### src/rtl/cavlc_runbefore_enc_pkg.sv
`default_nettype none
// +----------------------------------------------------------------------+
// | cavlc_pkg : shared types and constants for the run_before encoder    |
// | Rev 1.0                                                              |
// +----------------------------------------------------------------------+
package cavlc_pkg;

  typedef logic [3:0] run_t;
  typedef logic [4:0] zl_t;

  typedef enum logic [1:0] {
    IDLE = 2'd0,
    ENC  = 2'd1,
    OUT  = 2'd2
  } rb_state_e;

  localparam int RB_MAX_LEN = 11;

endpackage
`default_nettype wire

### src/rtl/cavlc_rb_vlc_lut.sv
`default_nettype none
// +----------------------------------------------------------------------+
// | cavlc_rb_vlc_lut : run_before codeword lookup (zerosLeft, run)       |
// | Rev 1.0                                                              |
// +----------------------------------------------------------------------+
module cavlc_rb_vlc_lut
  import cavlc_pkg::*;
(
  input  run_t                  rb,
  input  zl_t                   zl,
  output logic [RB_MAX_LEN-1:0] bits,
  output logic [3:0]            len,
  output logic                  illegal
);

  // Every codeword value fits in 3 bits; long codes are zeros then a single 1.
  logic [3:0] w_val;

  always_comb begin
    w_val   = 4'd0;
    len     = 4'd0;
    illegal = (zl == 5'd0) || ({1'b0, rb} > zl);
    case (zl)
      5'd0: ;
      5'd1: begin
        w_val = (rb == 4'd0) ? 4'd1 : 4'd0;
        len   = 4'd1;
      end
      5'd2: begin
        if (rb == 4'd0) begin
          w_val = 4'd1;
          len   = 4'd1;
        end else begin
          w_val = 4'd2 - rb;
          len   = 4'd2;
        end
      end
      5'd3: begin
        w_val = 4'd3 - rb;
        len   = 4'd2;
      end
      5'd4: begin
        if (rb < 4'd3) begin
          w_val = 4'd3 - rb;
          len   = 4'd2;
        end else begin
          w_val = 4'd4 - rb;
          len   = 4'd3;
        end
      end
      5'd5: begin
        if (rb < 4'd2) begin
          w_val = 4'd3 - rb;
          len   = 4'd2;
        end else begin
          w_val = 4'd5 - rb;
          len   = 4'd3;
        end
      end
      5'd6: begin
        len = 4'd3;
        case (rb)
          4'd0: begin w_val = 4'd3; len = 4'd2; end
          4'd1: w_val = 4'd0;
          4'd2: w_val = 4'd1;
          4'd3: w_val = 4'd3;
          4'd4: w_val = 4'd2;
          4'd5: w_val = 4'd5;
          default: w_val = 4'd4;
        endcase
      end
      default: begin
        if (rb <= 4'd6) begin
          w_val = 4'd7 - rb;
          len   = 4'd3;
        end else begin
          w_val = 4'd1;
          len   = rb - 4'd3;
        end
      end
    endcase
  end

  assign bits = RB_MAX_LEN'(w_val);

endmodule
`default_nettype wire

### src/rtl/cavlc_runbefore_enc.sv
`default_nettype none
// +----------------------------------------------------------------------+
// | cavlc_runbefore_enc : CAVLC run_before field encoder, valid/ready    |
// | Rev 1.0                                                              |
// +----------------------------------------------------------------------+
module cavlc_runbefore_enc
  import cavlc_pkg::*;
#(
  parameter int MAX_COEFF   = 16,
  parameter int CODE_W      = 32,
  parameter int SYM_PER_CYC = 1,
  parameter int LEN_W       = $clog2(CODE_W + 1)
) (
  input  logic                   clk,
  input  logic                   rst,
  input  logic                   in_valid,
  output logic                   in_ready,
  input  logic [4:0]             total_zeros,
  input  logic [4:0]             total_coeff,
  input  logic [4*MAX_COEFF-1:0] run_list,
  output logic                   out_valid,
  input  logic                   out_ready,
  output logic [CODE_W-1:0]      out_code,
  output logic [LEN_W-1:0]       out_len,
  output logic                   out_err
);

  localparam int SEL_W = (MAX_COEFF > 1) ? $clog2(MAX_COEFF) : 1;
  localparam int SUM_W = LEN_W + 1;

  rb_state_e          r_state;
  rb_state_e          w_state_nxt;
  run_t               r_run [MAX_COEFF];
  zl_t                r_zl;
  logic [4:0]         r_idx;
  logic [4:0]         r_nsym;
  logic [LEN_W-1:0]   r_len;
  logic [CODE_W-1:0]  r_code;

  logic [4:0] w_nsym_in;
  logic       w_bad_in;
  logic       w_skip_in;

  assign w_nsym_in = (total_coeff == 5'd0) ? 5'd0 : total_coeff - 5'd1;
  assign w_bad_in  = ({1'b0, total_coeff} > 6'(MAX_COEFF)) ||
                     (({1'b0, total_coeff} + {1'b0, total_zeros}) > 6'(MAX_COEFF));
  assign w_skip_in = w_bad_in || (w_nsym_in == 5'd0) || (total_zeros == 5'd0);

  // Symbol slots chained combinationally; a slot only codes if its predecessor did.
  for (genvar s = 0; s < SYM_PER_CYC; s++) begin : g_slot
    zl_t                   w_zl_i,   w_zl_o;
    logic [4:0]            w_idx_i,  w_idx_o;
    logic [LEN_W-1:0]      w_len_i,  w_len_o;
    logic [CODE_W-1:0]     w_code_i, w_code_o;
    logic                  w_go_i,   w_ok;
    logic                  w_err_i,  w_err_o;
    run_t                  w_rb;
    logic [RB_MAX_LEN-1:0] w_bits;
    logic [3:0]            w_l;
    logic                  w_ill, w_act, w_ovf;
    logic [SUM_W-1:0]      w_sum;

    if (s == 0) begin : g_first
      assign w_zl_i   = r_zl;
      assign w_idx_i  = r_idx;
      assign w_len_i  = r_len;
      assign w_code_i = r_code;
      assign w_go_i   = 1'b1;
      assign w_err_i  = 1'b0;
    end else begin : g_chain
      assign w_zl_i   = g_slot[s-1].w_zl_o;
      assign w_idx_i  = g_slot[s-1].w_idx_o;
      assign w_len_i  = g_slot[s-1].w_len_o;
      assign w_code_i = g_slot[s-1].w_code_o;
      assign w_go_i   = g_slot[s-1].w_ok;
      assign w_err_i  = g_slot[s-1].w_err_o;
    end

    assign w_act = w_go_i && (w_idx_i < r_nsym) && (w_zl_i != 5'd0);
    assign w_rb  = r_run[w_idx_i[SEL_W-1:0]];

    cavlc_rb_vlc_lut u_lut (
      .rb      (w_rb),
      .zl      (w_zl_i),
      .bits    (w_bits),
      .len     (w_l),
      .illegal (w_ill)
    );

    assign w_sum    = SUM_W'(w_len_i) + SUM_W'(w_l);
    assign w_ovf    = w_sum > SUM_W'(CODE_W);
    assign w_ok     = w_act && !w_ill && !w_ovf;
    assign w_err_o  = w_err_i || (w_act && (w_ill || w_ovf));
    assign w_code_o = w_ok ? ((w_code_i << w_l) | CODE_W'(w_bits)) : w_code_i;
    assign w_len_o  = w_ok ? w_sum[LEN_W-1:0] : w_len_i;
    assign w_zl_o   = w_ok ? (w_zl_i - zl_t'(w_rb)) : w_zl_i;
    assign w_idx_o  = w_ok ? (w_idx_i + 5'd1) : w_idx_i;
  end

  zl_t               w_zl_f;
  logic [4:0]        w_idx_f;
  logic [LEN_W-1:0]  w_len_f;
  logic [CODE_W-1:0] w_code_f;
  logic              w_err_f;
  logic              w_done;

  assign w_zl_f   = g_slot[SYM_PER_CYC-1].w_zl_o;
  assign w_idx_f  = g_slot[SYM_PER_CYC-1].w_idx_o;
  assign w_len_f  = g_slot[SYM_PER_CYC-1].w_len_o;
  assign w_code_f = g_slot[SYM_PER_CYC-1].w_code_o;
  assign w_err_f  = g_slot[SYM_PER_CYC-1].w_err_o;
  assign w_done   = w_err_f || (w_idx_f == r_nsym) || (w_zl_f == 5'd0);

  always_ff @(posedge clk or negedge rst) begin
    if (!rst) r_state <= IDLE;
    else      r_state <= w_state_nxt;
  end

  always_comb begin
    w_state_nxt = r_state;
    case (r_state)
      IDLE:    if (in_valid) w_state_nxt = w_skip_in ? OUT : ENC;
      ENC:     if (w_done) w_state_nxt = OUT;
      OUT:     if (out_ready) w_state_nxt = IDLE;
      default: w_state_nxt = IDLE;
    endcase
  end

  assign in_ready  = (r_state == IDLE);
  assign out_valid = (r_state == OUT);

  always_ff @(posedge clk or negedge rst) begin
    if (!rst) begin
      for (int i = 0; i < MAX_COEFF; i++) r_run[i] <= '0;
      r_zl     <= '0;
      r_idx    <= '0;
      r_nsym   <= '0;
      r_len    <= '0;
      r_code   <= '0;
      out_code <= '0;
      out_len  <= '0;
      out_err  <= 1'b0;
    end else begin
      case (r_state)
        IDLE: if (in_valid) begin
          for (int i = 0; i < MAX_COEFF; i++) r_run[i] <= run_list[4*i +: 4];
          r_zl   <= total_zeros;
          r_idx  <= '0;
          r_nsym <= w_nsym_in;
          r_len  <= '0;
          r_code <= '0;
          if (w_skip_in) begin
            out_code <= '0;
            out_len  <= '0;
            out_err  <= w_bad_in;
          end
        end
        ENC: begin
          r_zl   <= w_zl_f;
          r_idx  <= w_idx_f;
          r_len  <= w_len_f;
          r_code <= w_code_f;
          if (w_done) begin
            out_code <= w_code_f;
            out_len  <= w_len_f;
            out_err  <= w_err_f;
          end
        end
        default: ;
      endcase
    end
  end

endmodule
`default_nettype wire

### config.mk
export PLATFORM = sky130hd
export DESIGN_NAME = cavlc_runbefore_enc
export DESIGN_NICKNAME = d
export VERILOG_FILES = /design/src/rtl/cavlc_runbefore_enc_pkg.sv /design/src/rtl/cavlc_rb_vlc_lut.sv /design/src/rtl/cavlc_runbefore_enc.sv
export SDC_FILE = /design/constraint.sdc
export NUM_CORES = 1
export LEC_CHECK = 0
export CAP_MARGIN = 15
export CORE_UTILIZATION = 52
export DETAILED_ROUTE_END_ITERATION = 10
export GPL_TIMING_DRIVEN = 0
export PLACE_DENSITY = 0.78
export SKIP_CTS_REPAIR_TIMING = 1
export SYNTH_ARGS = -nofsm -noshare
export SYNTH_HDL_FRONTEND = slang
export SYNTH_HIERARCHICAL = 1
export SYNTH_SLANG_ARGS = --single-unit
export TNS_END_PERCENT = 1
### constraint.sdc
create_clock -name clk -period 5.6 [get_ports clk]
set_input_delay 0.84 -clock clk [delete_from_list [all_inputs] [get_ports clk]]
set_output_delay 0.84 -clock clk [all_outputs]
set_load 0.03 [all_outputs]
==> results of run 1 <==
## cell families (layout without fill, tap and decap cells)
logic type,Yosys count,after routing
and+or+nand+nor,446,446
adders and majority gates,39,39
xor gates and xnor gates,25,25
muxes,91,91
buffers and inverters,147,323
AOI/OAI and AO/OA,255,255
DFF,158,158
other,1,7
## per-layer routing
metal / global-route usage [%] / vias up / wire length, um
li1: - / 4423 / -
met1: 43.16 / 4636 / 13140
met2: 49.48 / 488 / 14770
met3: 5.567 / 65 / 2479
met4: 12.17 / 0 / 805
met5: 0 / - / 0
## worst max-delay path, cell delays in order, from the launching register on
cell                         delay, ps
sky130_fd_sc_hd__dfrtp_1           420
sky130_fd_sc_hd__buf_12            150
sky130_fd_sc_hd__buf_12            150
sky130_fd_sc_hd__buf_12            150
sky130_fd_sc_hd__mux2i_1           210
sky130_fd_sc_hd__a21oi_1           130
sky130_fd_sc_hd__a22oi_1           240
sky130_fd_sc_hd__and2_4            220
sky130_fd_sc_hd__clkinvlp_4        150
sky130_fd_sc_hd__buf_4             200
sky130_fd_sc_hd__inv_4             100
sky130_fd_sc_hd__ha_4              180
sky130_fd_sc_hd__nand2_2           130
sky130_fd_sc_hd__o21ai_2           170
sky130_fd_sc_hd__o22ai_1           130
sky130_fd_sc_hd__a31oi_2           200
sky130_fd_sc_hd__ha_2              240
sky130_fd_sc_hd__fa_2              460
sky130_fd_sc_hd__nor3_2            220
sky130_fd_sc_hd__o221a_1           260
sky130_fd_sc_hd__o21a_1            140
sky130_fd_sc_hd__buf_4             180
sky130_fd_sc_hd__nand3_2           130
sky130_fd_sc_hd__a32oi_4           390
sky130_fd_sc_hd__buf_6             180
sky130_fd_sc_hd__buf_4             170
sky130_fd_sc_hd__o22ai_1            90
## layout make-up
| class | instances | area (sq um) |
|---|---|---|
| Fill cell | 1610 | 6492 |
| Multi-Input combinational cell | 863 | 5909 |
| Sequential cell | 158 | 3954 |
| Timing Repair Buffer | 146 | 1439 |
| Buffer | 79 | 455.4 |
| Clock buffer | 18 | 439.2 |
| Tap cell | 265 | 331.6 |
| Inverter | 67 | 264.0 |
| Clock inverter | 13 | 177.7 |
## metrics by stage
step	setup slack [ps]	hold slack [ps]
after CTS	-1303	398.6
after detailed placement	-1220	458.7
after floorplan	296.9	440.1
after global routing	-222.2	417.0
after global placement	-2653	453.6
final	59.77	363.2
## how the worst max path moves through the flow
stage	depth (start not counted)	startpoint	slack (ps)	endpoint
floorplan	22	g_slot[0].w_idx_i[0]	300	g_slot[0].w_idx_i[0]
global placement	1	rst	-2650	r_run[54]
detailed placement	22	g_slot[0].w_idx_i[0]	-1220	out_code[25]
CTS	23	g_slot[0].w_idx_i[0]	-1300	out_code[25]
global route	26	g_slot[0].w_idx_i[0]	-220	out_len[4]
finish	26	g_slot[0].w_idx_i[0]	60	out_code[16]
## state kept, by name, summed over array words and instances, names as in the netlist, 5 cells and up
name / flops
r_run: 64
out_code: 32
r_nsym: 5
g_slot.w_code_i: 32
g_slot.w_len_i: 6
g_slot.w_zl_i: 5
g_slot.w_idx_i: 5
out_len: 6
## power by group through the flow
stage | clock network (mW) | logic [mW] | registers [mW]
6_report | 1.24 | 5.42 | 1.82
2_1_floorplan | 0 | 3.29 | 1.86
3_5_place_dp | 0 | 4.74 | 1.82
4_1_cts | 1.25 | 4.77 | 1.81
5_1_grt | 1.29 | 5.84 | 1.87
3_3_place_gp | 0 | 4.72 | 1.80
## synthesized netlist by cell type, types with 5 or more instances
master                        n  area, sq um
sky130_fd_sc_hd__or4_1        6        45.04
sky130_fd_sc_hd__nand4_1      8        50.05
sky130_fd_sc_hd__xnor2_1     16        140.1
sky130_fd_sc_hd__a21o_1      13        97.59
sky130_fd_sc_hd__ha_1        36        450.4
sky130_fd_sc_hd__mux2_2       9        101.4
sky130_fd_sc_hd__a21boi_0    11        82.58
sky130_fd_sc_hd__dfrtp_1    158         3954
sky130_fd_sc_hd__nor2_1      46        172.7
sky130_fd_sc_hd__clkbuf_1    47        176.4
sky130_fd_sc_hd__mux2i_1     51        510.5
sky130_fd_sc_hd__a21oi_1     35        175.2
sky130_fd_sc_hd__buf_4       12        90.09
sky130_fd_sc_hd__and3_1       7        43.79
sky130_fd_sc_hd__o21ai_0     41        205.2
sky130_fd_sc_hd__mux4_2      30        675.7
sky130_fd_sc_hd__o2bb2ai_1    6        52.55
sky130_fd_sc_hd__buf_2       17        85.08
sky130_fd_sc_hd__nand3_1     24        120.1
sky130_fd_sc_hd__o211ai_1     9        67.56
sky130_fd_sc_hd__a22oi_1      5        37.54
sky130_fd_sc_hd__o21ai_1     20        100.1
sky130_fd_sc_hd__xor2_1       8        70.07
sky130_fd_sc_hd__and2_1       5        31.28
sky130_fd_sc_hd__inv_1       64        240.2
sky130_fd_sc_hd__nand2_1    308         1156
sky130_fd_sc_hd__a221oi_1     5        43.79
sky130_fd_sc_hd__nor3_1       9        45.04
sky130_fd_sc_hd__a2111oi_0   12        105.1
sky130_fd_sc_hd__a31oi_1      8        50.05
sky130_fd_sc_hd__nor2b_1      9        56.30
sky130_fd_sc_hd__o22ai_1     38        237.7
==> run metrics, run 1 <==
CTS clk-pin slew, worst paths 70 ps; Worst EP required 5910 ps; leading cell type in the layout, fill and taps excluded sky130_fd_sc_hd__nand2_1; iteration-0 DRC count of the detailed router 846; final standard cell area without fillers 12970 sq um; Post-synth EDFFs 0; drt drc 0; Max rail drop VDD 0.3323 mV; Final Total Pwr 8.486 mW; number of top-level pins 119; final core utilization 66.64%; share of the yosys chip area belonging to registers 38.37%; placeable core region 19460 sq um; root buffer cell sky130_fd_sc_hd__clkbuf_16; largest fanout on the critical path 10; Total Die Area 20380 sq um; Initial Utilization 52.94%; half-perimeter wire length of the detailed placement result 22370 um; total leakage power 5.844 nW; measured slew at the worst slew-check pin 805.5 ps; normalized max-slew margin 45.84%; switching share of power 48.77%; post-synthesis compound-gate area fraction 17.11%; setup repair after global routing missed its margin true; vias per cell 5.974; sequential cell fraction of total power 21.5%; post-synthesis sequential element count 158; routed vias 9612; WP data arrival 5850 ps; period utilization 98.93%; critical path capture point type register; area fraction in and, or, nand and nor cells after synthesis 18.58%; number of global-route vias before repair 9000; pin count of the biggest net entering global routing 102; Placed Area 11870 sq um; worst-case clock buffer depth 2; site row count 51; number of maximum-capacitance violations 0; synthesized area per cell 8.867 sq um; Clock Sinks 158; dominant combinational cell family by area after synthesis simple AND/OR/NAND/NOR gates; Antenna diodes 0; PD cells 654.3 nW/um^2; commonest cells after routing, fill and taps aside 305 x sky130_fd_sc_hd__nand2_1, 158 x sky130_fd_sc_hd__dfrtp_1, 117 x sky130_fd_sc_hd__clkdlybuf4s50_1, 58 x sky130_fd_sc_hd__inv_1, 51 x sky130_fd_sc_hd__mux2i_1; Die X-Extent 142.8 um; share of synthesized cell area in full adder, half adder and majority cells 4.954%; Final Hold Vio Count 0; synthesis-to-layout area growth 25.88%; R2R Setup Slk 60 ps; setup total negative slack 0 ps; Synth cell types 82; depth of the CTS H-tree 4; number of antenna violations at the first check in global routing 0; Clock Latency Late Sink 440 ps; count of nets after finishing 1449; share of total power in combinational logic 63.9%; Post-Syn Area 10300 sq um; Inserted Clock Buffers 17; first-pass iteration count of the detailed router 6; TritonCTS clock tree yes; overall fraction of global-route tracks in use 31.42%; capturing point of the worst reg2reg path out_code[16]; internal power contribution 4.348 mW; async set-reset flop share out of synthesis 100.0%; count of nets left with antenna violations after detail routing 0; f_max 180.5 MHz; reg2reg start g_slot[0].w_idx_i[0]; overall routed net length 31200 um; crit path kind register to register; global-route wire length before repair 48590 um; clock network fraction of total power 14.6%; shortest clock period the worst path allows after layout 5540 ps; post-placement cell count 1552; share of layout cells above drive strength 1 14.43%; result of the run completed; number of cells traversed by the worst register-to-register path 26; Post-Layout Cell Count 1609; routability congestion estimate 0.9709; Remaining Overflow, GRT 0; number of input and output port buffers inserted 118; mux cell area share after synthesis 12.60%; die outline height 142.8 um; count of yosys warnings during synthesis 6; Clock Skew 10.74 ps; Pins Over Slew Limit 0; leading register cell type out of synthesis sky130_fd_sc_hd__dfrtp_1; net switching power 4.138 mW; Critical Path Source Type register; routed length per placed instance 19.39 um; class of the most critical hold timing path primary input to asynchronous set/reset pin; instance count of the mapped netlist 1162; xor/xnor cell area share of the yosys netlist 2.198%; setup violators final 0
No activity file was read; power rests on OpenSTA's default activity.
==> run 2: changes to the inputs <==
--- a/config.mk
+++ b/config.mk
@@ -6,10 +6,11 @@
 export NUM_CORES = 1
 export LEC_CHECK = 0
 export CAP_MARGIN = 15
-export CORE_UTILIZATION = 52
+export CORE_UTILIZATION = 53
+export CTS_BUF_LIST = sky130_fd_sc_hd__clkbuf_8
 export DETAILED_ROUTE_END_ITERATION = 10
 export GPL_TIMING_DRIVEN = 0
-export PLACE_DENSITY = 0.78
+export PLACE_DENSITY = 0.79
 export SKIP_CTS_REPAIR_TIMING = 1
 export SYNTH_ARGS = -nofsm -noshare
 export SYNTH_HDL_FRONTEND = slang
==> run 2 against run 1 <==
Count of clock-buffer cells in the layout fell by 1. Die area down 1.9%. Clock skew grew 6.0 ps. Sequential share of layout area is 0.60 points higher. Largest power group unchanged. Highest routed layer unchanged.
==> run metrics, run 2 (same netlist as run 1, synthesis figures left out) <==
result of the run completed (unchanged); Remaining Overflow, GRT 0 (unchanged); Clock Skew 16.78 ps (was 10.74 ps); shortest clock period the worst path allows after layout 5534 ps (was 5540 ps); Clock Sinks 158 (unchanged); capturing point of the worst reg2reg path out_code[12] (was out_code[16]); class of the most critical hold timing path primary input to asynchronous set/reset pin (unchanged); pre-CTS worst setup slack -1107 ps (was -1220 ps); die outline height 141.4 um (was 142.8 um); number of top-level pins 119 (unchanged); drt drc 0 (unchanged); total leakage power 5.756 nW (was 5.844 nW); normalized max-slew margin 40.30% (was 45.84%); overall fraction of global-route tracks in use 31.11% (was 31.42%); post-layout worst setup margin 66.03 ps (was 59.77 ps); Worst EP required 6000 ps (was 5910 ps); depth of the CTS H-tree 4 (unchanged); R2R Setup Slk 70 ps (was 60 ps); share of layout cells above drive strength 1 14.28% (was 14.43%); final core utilization 67.32% (was 66.64%); Final Total Pwr 7.968 mW (was 8.486 mW); number of cells traversed by the worst register-to-register path 21 (was 26); reg2reg start g_slot[0].w_idx_i[0] (unchanged); CP startpoint g_slot[0].w_idx_i[0] (unchanged); flip-flop count of the largest register after layout 64 (unchanged); multi-input gate area in the final layout 5872 sq um (was 5909 sq um); fill cell instance count of the final layout 1569 (was 1610); register area 3954 sq um (unchanged); largest fanout on the critical path 10 (unchanged); period utilization 98.82% (was 98.93%); commonest cells after routing, fill and taps aside 305 x sky130_fd_sc_hd__nand2_1, 158 x sky130_fd_sc_hd__dfrtp_1, 117 x sky130_fd_sc_hd__clkdlybuf4s50_1, 58 x sky130_fd_sc_hd__inv_1, 50 x sky130_fd_sc_hd__mux2i_1 (was 305 x sky130_fd_sc_hd__nand2_1, 158 x sky130_fd_sc_hd__dfrtp_1, 117 x sky130_fd_sc_hd__clkdlybuf4s50_1, 58 x sky130_fd_sc_hd__inv_1, 51 x sky130_fd_sc_hd__mux2i_1); Initial Utilization 54.54% (was 52.94%); leading cell type in the layout, fill and taps excluded sky130_fd_sc_hd__nand2_1 (unchanged); number of antenna violations at the first check in global routing 0 (unchanged); f_max 180.7 MHz (was 180.5 MHz); PD cells 626.5 nW/um^2 (was 654.3 nW/um^2); worst-case clock buffer depth 2 (unchanged); number of input and output port buffers inserted 118 (unchanged); first-pass iteration count of the detailed router 5 (was 6); critical path capture point type register (unchanged); placeable core region 18890 sq um (was 19460 sq um); count of nets left with antenna violations after detail routing 0 (unchanged); TritonCTS clock tree yes (unchanged); Final Hold Vio Count 0 (unchanged); vias per cell 5.893 (was 5.974); iteration-0 DRC count of the detailed router 1037 (was 846); number of maximum-capacitance violations 0 (unchanged); setup violators final 0 (unchanged); Total Die Area 20000 sq um (was 20380 sq um); routed length per placed instance 18.82 um (was 19.39 um); Max rail drop VDD 0.4077 mV (was 0.3323 mV); Clock Latency Late Sink 480 ps (was 440 ps); CTS clk-pin slew, worst paths 110 ps (was 70 ps); Critical Path Source Type register (unchanged); number of global-route vias before repair 9094 (was 9000); root buffer cell sky130_fd_sc_hd__clkbuf_8 (was sky130_fd_sc_hd__clkbuf_16); Pins Over Slew Limit 0 (unchanged); Die X-Extent 141.4 um (was 142.8 um); pin count of the biggest net entering global routing 94 (was 102); destination of the critical timing path out_code[12] (was out_code[16]); count of nets after finishing 1449 (unchanged); top register by number of flip-flops r_run (unchanged); Inserted Clock Buffers 17 (unchanged); routed vias 9458 (was 9612); global-route wire length before repair 48230 um (was 48590 um); crit path kind register to register (unchanged); site row count 50 (was 51); measured slew at the worst slew-check pin 895.5 ps (was 805.5 ps); overall routed net length 30210 um (was 31200 um); WP data arrival 5930 ps (was 5850 ps); routability congestion estimate 1.001 (was 0.9709); half-perimeter wire length of the detailed placement result 22160 um (was 22370 um); synthesis-to-layout area growth 23.44% (was 25.88%); Antenna diodes 0 (unchanged)
-- run 2: critical path, cell delays in order (launching register included) --
cell	delay (ps)
sky130_fd_sc_hd__dfrtp_1	410
sky130_fd_sc_hd__buf_12	150
sky130_fd_sc_hd__buf_4	110
sky130_fd_sc_hd__mux4_2	510
sky130_fd_sc_hd__a22oi_1	200
sky130_fd_sc_hd__and2_4	210
sky130_fd_sc_hd__clkinvlp_4	190
sky130_fd_sc_hd__inv_4	140
sky130_fd_sc_hd__ha_2	240
sky130_fd_sc_hd__nand2_2	130
sky130_fd_sc_hd__o21ai_1	170
sky130_fd_sc_hd__o22ai_2	100
sky130_fd_sc_hd__a31oi_2	190
sky130_fd_sc_hd__ha_2	250
sky130_fd_sc_hd__fa_2	470
sky130_fd_sc_hd__nor3_2	250
sky130_fd_sc_hd__o221a_1	340
sky130_fd_sc_hd__o21ai_4	160
sky130_fd_sc_hd__clkbuf_1	290
sky130_fd_sc_hd__a2111oi_0	550
sky130_fd_sc_hd__o21ai_1	210
sky130_fd_sc_hd__o22ai_1	160
-- run 2: worst min-delay path by stage --
stage,startpoint,endpoint,cells after the start
after floorplan,r_run[0],r_run[0],2
after global placement,r_run[48],r_run[48],2
after detailed placement,r_run[22],r_run[22],2
after CTS,rst,g_slot[0].w_code_i[2],1
after global routing,r_run[41],r_run[41],2
final,rst,out_code[0],1
-- run 2: report_power, final --
part	internal (mW)	switching, mW
Sequential	1.51	0.302
Clock	0.388	0.533
Combinational	2.04	3.19
Total	3.94	4.03
-- run 2: layout make-up --
type | count | area share, %
Multi-Input combinational cell | 863 | 46.17
Sequential cell | 158 | 31.09
Timing Repair Buffer | 145 | 11.13
Buffer | 79 | 3.581
Tap cell | 260 | 2.558
Inverter | 67 | 2.086
Clock buffer | 17 | 1.840
Clock inverter | 15 | 1.515
Timing Repair inverter | 1 | 0.03935
-- run 2: through the flow --
step                cells  cell area, sq um  hold WS, ps  setup TNS, ps
finish               1605             12720        434.9              0
floorplan            1168             10330        440.1              0
CTS                  1579             12290        475.8         -87940
detailed placement   1547             11860        458.3         -82060
global placement     1546             11830        453.4        -502940
global route         1605             12720        500.3          -2396
-- run 2: layer usage --
metal / share of wire [%] / routed length, um / vias to the layer above / GRT usage [%]
met4: 2.6 / 794 / 0 / 10.92
met5: 0 / 0 / - / 0
met1: 42 / 12840 / 4504 / 42.30
met3: 7.8 / 2368 / 65 / 6.176
li1: - / - / 4429 / -
met2: 47 / 14210 / 460 / 49.79
==> run 3: changes to the inputs <==
--- a/config.mk
+++ b/config.mk
@@ -8,9 +8,11 @@
 export CAP_MARGIN = 15
 export CORE_UTILIZATION = 53
 export CTS_BUF_LIST = sky130_fd_sc_hd__clkbuf_8
+export CTS_CLUSTER_SIZE = 16
 export DETAILED_ROUTE_END_ITERATION = 10
 export GPL_TIMING_DRIVEN = 0
 export PLACE_DENSITY = 0.79
+export SETUP_SLACK_MARGIN = 0.5
 export SKIP_CTS_REPAIR_TIMING = 1
 export SYNTH_ARGS = -nofsm -noshare
 export SYNTH_HDL_FRONTEND = slang
==> run 3 against run 2 <==
Flip-flop and latch count did not move. Critical path depth rose by 3. Fmax rose by 4.8%. Sequential share of layout area fell by 0.69 points. Count of clock-buffer cells in the layout did not move. Combinational power rose by 8.0%. Core utilization rose by 1.6 points. Via count rose by 1.3%. First-iteration DRC count fell by 6.4%. Critical path type unchanged.
==> run metrics, run 3 (same netlist as run 1, synthesis figures left out) <==
post-placement cell count 1547 (unchanged); routability congestion estimate 0.9884 (was 1.001); commonest cells after routing, fill and taps aside 304 x sky130_fd_sc_hd__nand2_1, 156 x sky130_fd_sc_hd__dfrtp_1, 117 x sky130_fd_sc_hd__clkdlybuf4s50_1, 58 x sky130_fd_sc_hd__inv_1, 48 x sky130_fd_sc_hd__mux2i_1 (was 305 x sky130_fd_sc_hd__nand2_1, 158 x sky130_fd_sc_hd__dfrtp_1, 117 x sky130_fd_sc_hd__clkdlybuf4s50_1, 58 x sky130_fd_sc_hd__inv_1, 50 x sky130_fd_sc_hd__mux2i_1); overall routed net length 30690 um (was 30210 um); Final Hold Vio Count 0 (unchanged); overall fraction of global-route tracks in use 31.04% (was 31.11%); pre-CTS worst setup slack -874.8 ps (was -1107 ps); setup total negative slack 0 ps (unchanged); placeable core region 18890 sq um (unchanged); TritonCTS clock tree yes (unchanged); WP data arrival 5630 ps (was 5930 ps); post-layout worst setup margin 321.7 ps (was 66.03 ps); number of antenna violations at the first check in global routing 0 (unchanged); leading cell type in the layout, fill and taps excluded sky130_fd_sc_hd__nand2_1 (unchanged); fill cell instance count of the final layout 1528 (was 1569); shortest clock period the worst path allows after layout 5278 ps (was 5534 ps); vias per cell 5.923 (was 5.893); Antenna diodes 0 (unchanged); routed vias 9583 (was 9458); depth of the CTS H-tree 4 (unchanged); f_max 189.5 MHz (was 180.7 MHz); share of layout cells above drive strength 1 16.35% (was 14.28%); routed length per placed instance 18.97 um (was 18.82 um); global-route wire length before repair 47890 um (was 48230 um); number of maximum-capacitance violations 0 (unchanged); setup repair after global routing missed its margin true; count of nets left with antenna violations after detail routing 0 (unchanged); Worst EP required 5950 ps (was 6000 ps); Initial Utilization 54.54% (unchanged); first-pass iteration count of the detailed router 5 (unchanged); Critical Path Source Type register (unchanged); CTS clk-pin slew, worst paths 100 ps (was 110 ps); synthesis-to-layout area growth 26.31% (was 23.44%); Die X-Extent 141.4 um (unchanged); setup violators final 0 (unchanged); number of global-route vias before repair 9149 (was 9094); total leakage power 5.860 nW (was 5.756 nW); drt drc 0 (unchanged); Post-Layout Cell Count 1618 (was 1605); Pins Over Slew Limit 0 (unchanged); class of the most critical hold timing path primary input to asynchronous set/reset pin (unchanged); Total Die Area 20000 sq um (unchanged); die outline height 141.4 um (unchanged); Max rail drop VDD 0.3656 mV (was 0.4077 mV); critical path capture point type register (unchanged); Clock Sinks 158 (unchanged); Remaining Overflow, GRT 0 (unchanged); normalized max-slew margin 45.09% (was 40.30%); largest fanout on the critical path 10 (unchanged); PD cells 639.8 nW/um^2 (was 626.5 nW/um^2); measured slew at the worst slew-check pin 820.6 ps (was 895.5 ps); pin count of the biggest net entering global routing 101 (was 94); half-perimeter wire length of the detailed placement result 21890 um (was 22160 um); iteration-0 DRC count of the detailed router 971 (was 1037); flip-flop count of the largest register after layout 64 (unchanged); number of top-level pins 119 (unchanged); period utilization 94.26% (was 98.82%); Inserted Clock Buffers 17 (unchanged); top register by number of flip-flops r_run (unchanged); multi-input gate area in the final layout 5995 sq um (was 5872 sq um); root buffer cell sky130_fd_sc_hd__clkbuf_8 (unchanged); register area 3956 sq um (was 3954 sq um); site row count 50 (unchanged); crit path kind register to register (unchanged); Clock Skew 22.03 ps (was 16.78 ps); result of the run completed (unchanged); number of input and output port buffers inserted 118 (unchanged); Clock Latency Late Sink 490 ps (was 480 ps); count of nets after finishing 1462 (was 1449); worst-case clock buffer depth 2 (unchanged)
[run 3: layer usage]
| layer | vias up | track usage, % | routed length, um |
|---|---|---|---|
| met5 | - | 0 | 0 |
| li1 | 4443 | - | - |
| met3 | 67 | 6.952 | 2401 |
| met2 | 482 | 49.56 | 14340 |
| met4 | 0 | 10.47 | 812 |
| met1 | 4591 | 41.95 | 13140 |
[run 3: final cells by class]
| type | count | area share, % |
|---|---|---|
| plain buffers | 80 | 3.749 |
| multi-input cells | 863 | 46.06 |
| well taps | 260 | 2.500 |
| repair buffers | 158 | 12.07 |
| inverters | 67 | 2.096 |
| clock buffers | 17 | 1.798 |
| flip-flops and latches | 158 | 30.40 |
| clock inverters | 15 | 1.336 |
[run 3: path summary, 6_finish.rpt]
check                                          start           end  slack [ps]  cells after the start
worst min-delay path                             rst    out_len[3]         320                      1
worst max register to register  g_slot[0].w_idx_i[0]  out_code[25]         320                     24
worst max-delay path            g_slot[0].w_idx_i[0]  out_code[25]         320                     24
min in group clk                           r_run[20]     r_run[20]         480                      2
max in group asynchronous                        rst  out_code[29]        4350                      2
worst min register to register             r_run[20]     r_run[20]         480                      2
[run 3: worst max-delay path, stage by stage (launching register included)]
cell                         delay (ps)
sky130_fd_sc_hd__dfrtp_2            460
sky130_fd_sc_hd__buf_12             160
sky130_fd_sc_hd__buf_12             130
sky130_fd_sc_hd__buf_12             130
sky130_fd_sc_hd__mux2i_1            190
sky130_fd_sc_hd__a21oi_2            100
sky130_fd_sc_hd__a22oi_1            140
sky130_fd_sc_hd__and2_4             210
sky130_fd_sc_hd__clkinvlp_4         210
sky130_fd_sc_hd__inv_4              160
sky130_fd_sc_hd__ha_4               180
sky130_fd_sc_hd__nand2_4             80
sky130_fd_sc_hd__o21ai_1            150
sky130_fd_sc_hd__o22ai_1            110
sky130_fd_sc_hd__a31oi_1            290
sky130_fd_sc_hd__ha_2               270
sky130_fd_sc_hd__fa_2               450
sky130_fd_sc_hd__nor3_2             220
sky130_fd_sc_hd__o221a_1            250
sky130_fd_sc_hd__o21a_1             140
sky130_fd_sc_hd__buf_6              140
sky130_fd_sc_hd__clkbuf_2           260
sky130_fd_sc_hd__a21boi_0           120
sky130_fd_sc_hd__o21ai_0            450
sky130_fd_sc_hd__o22ai_1            130
[run 3: stage by stage]
step | area [sq um] | util [%] | total power, mW | hold WS [ps]
6_report | 13020 | 68.89 | 8.327 | 319.7
2_1_floorplan | 10330 | - | 5.147 | 440.1
5_1_grt | 13020 | 68.89 | 8.845 | 357.3
3_5_place_dp | 11870 | 62.82 | 6.554 | 459.4
4_1_cts | 12280 | 64.98 | 7.429 | 329.7
3_3_place_gp | 11840 | 62.67 | 6.499 | 452.4
[run 3: power breakdown]
group	internal, mW	switching, mW
registers	1.52	0.305
clock network	0.337	0.521
logic	2.29	3.36
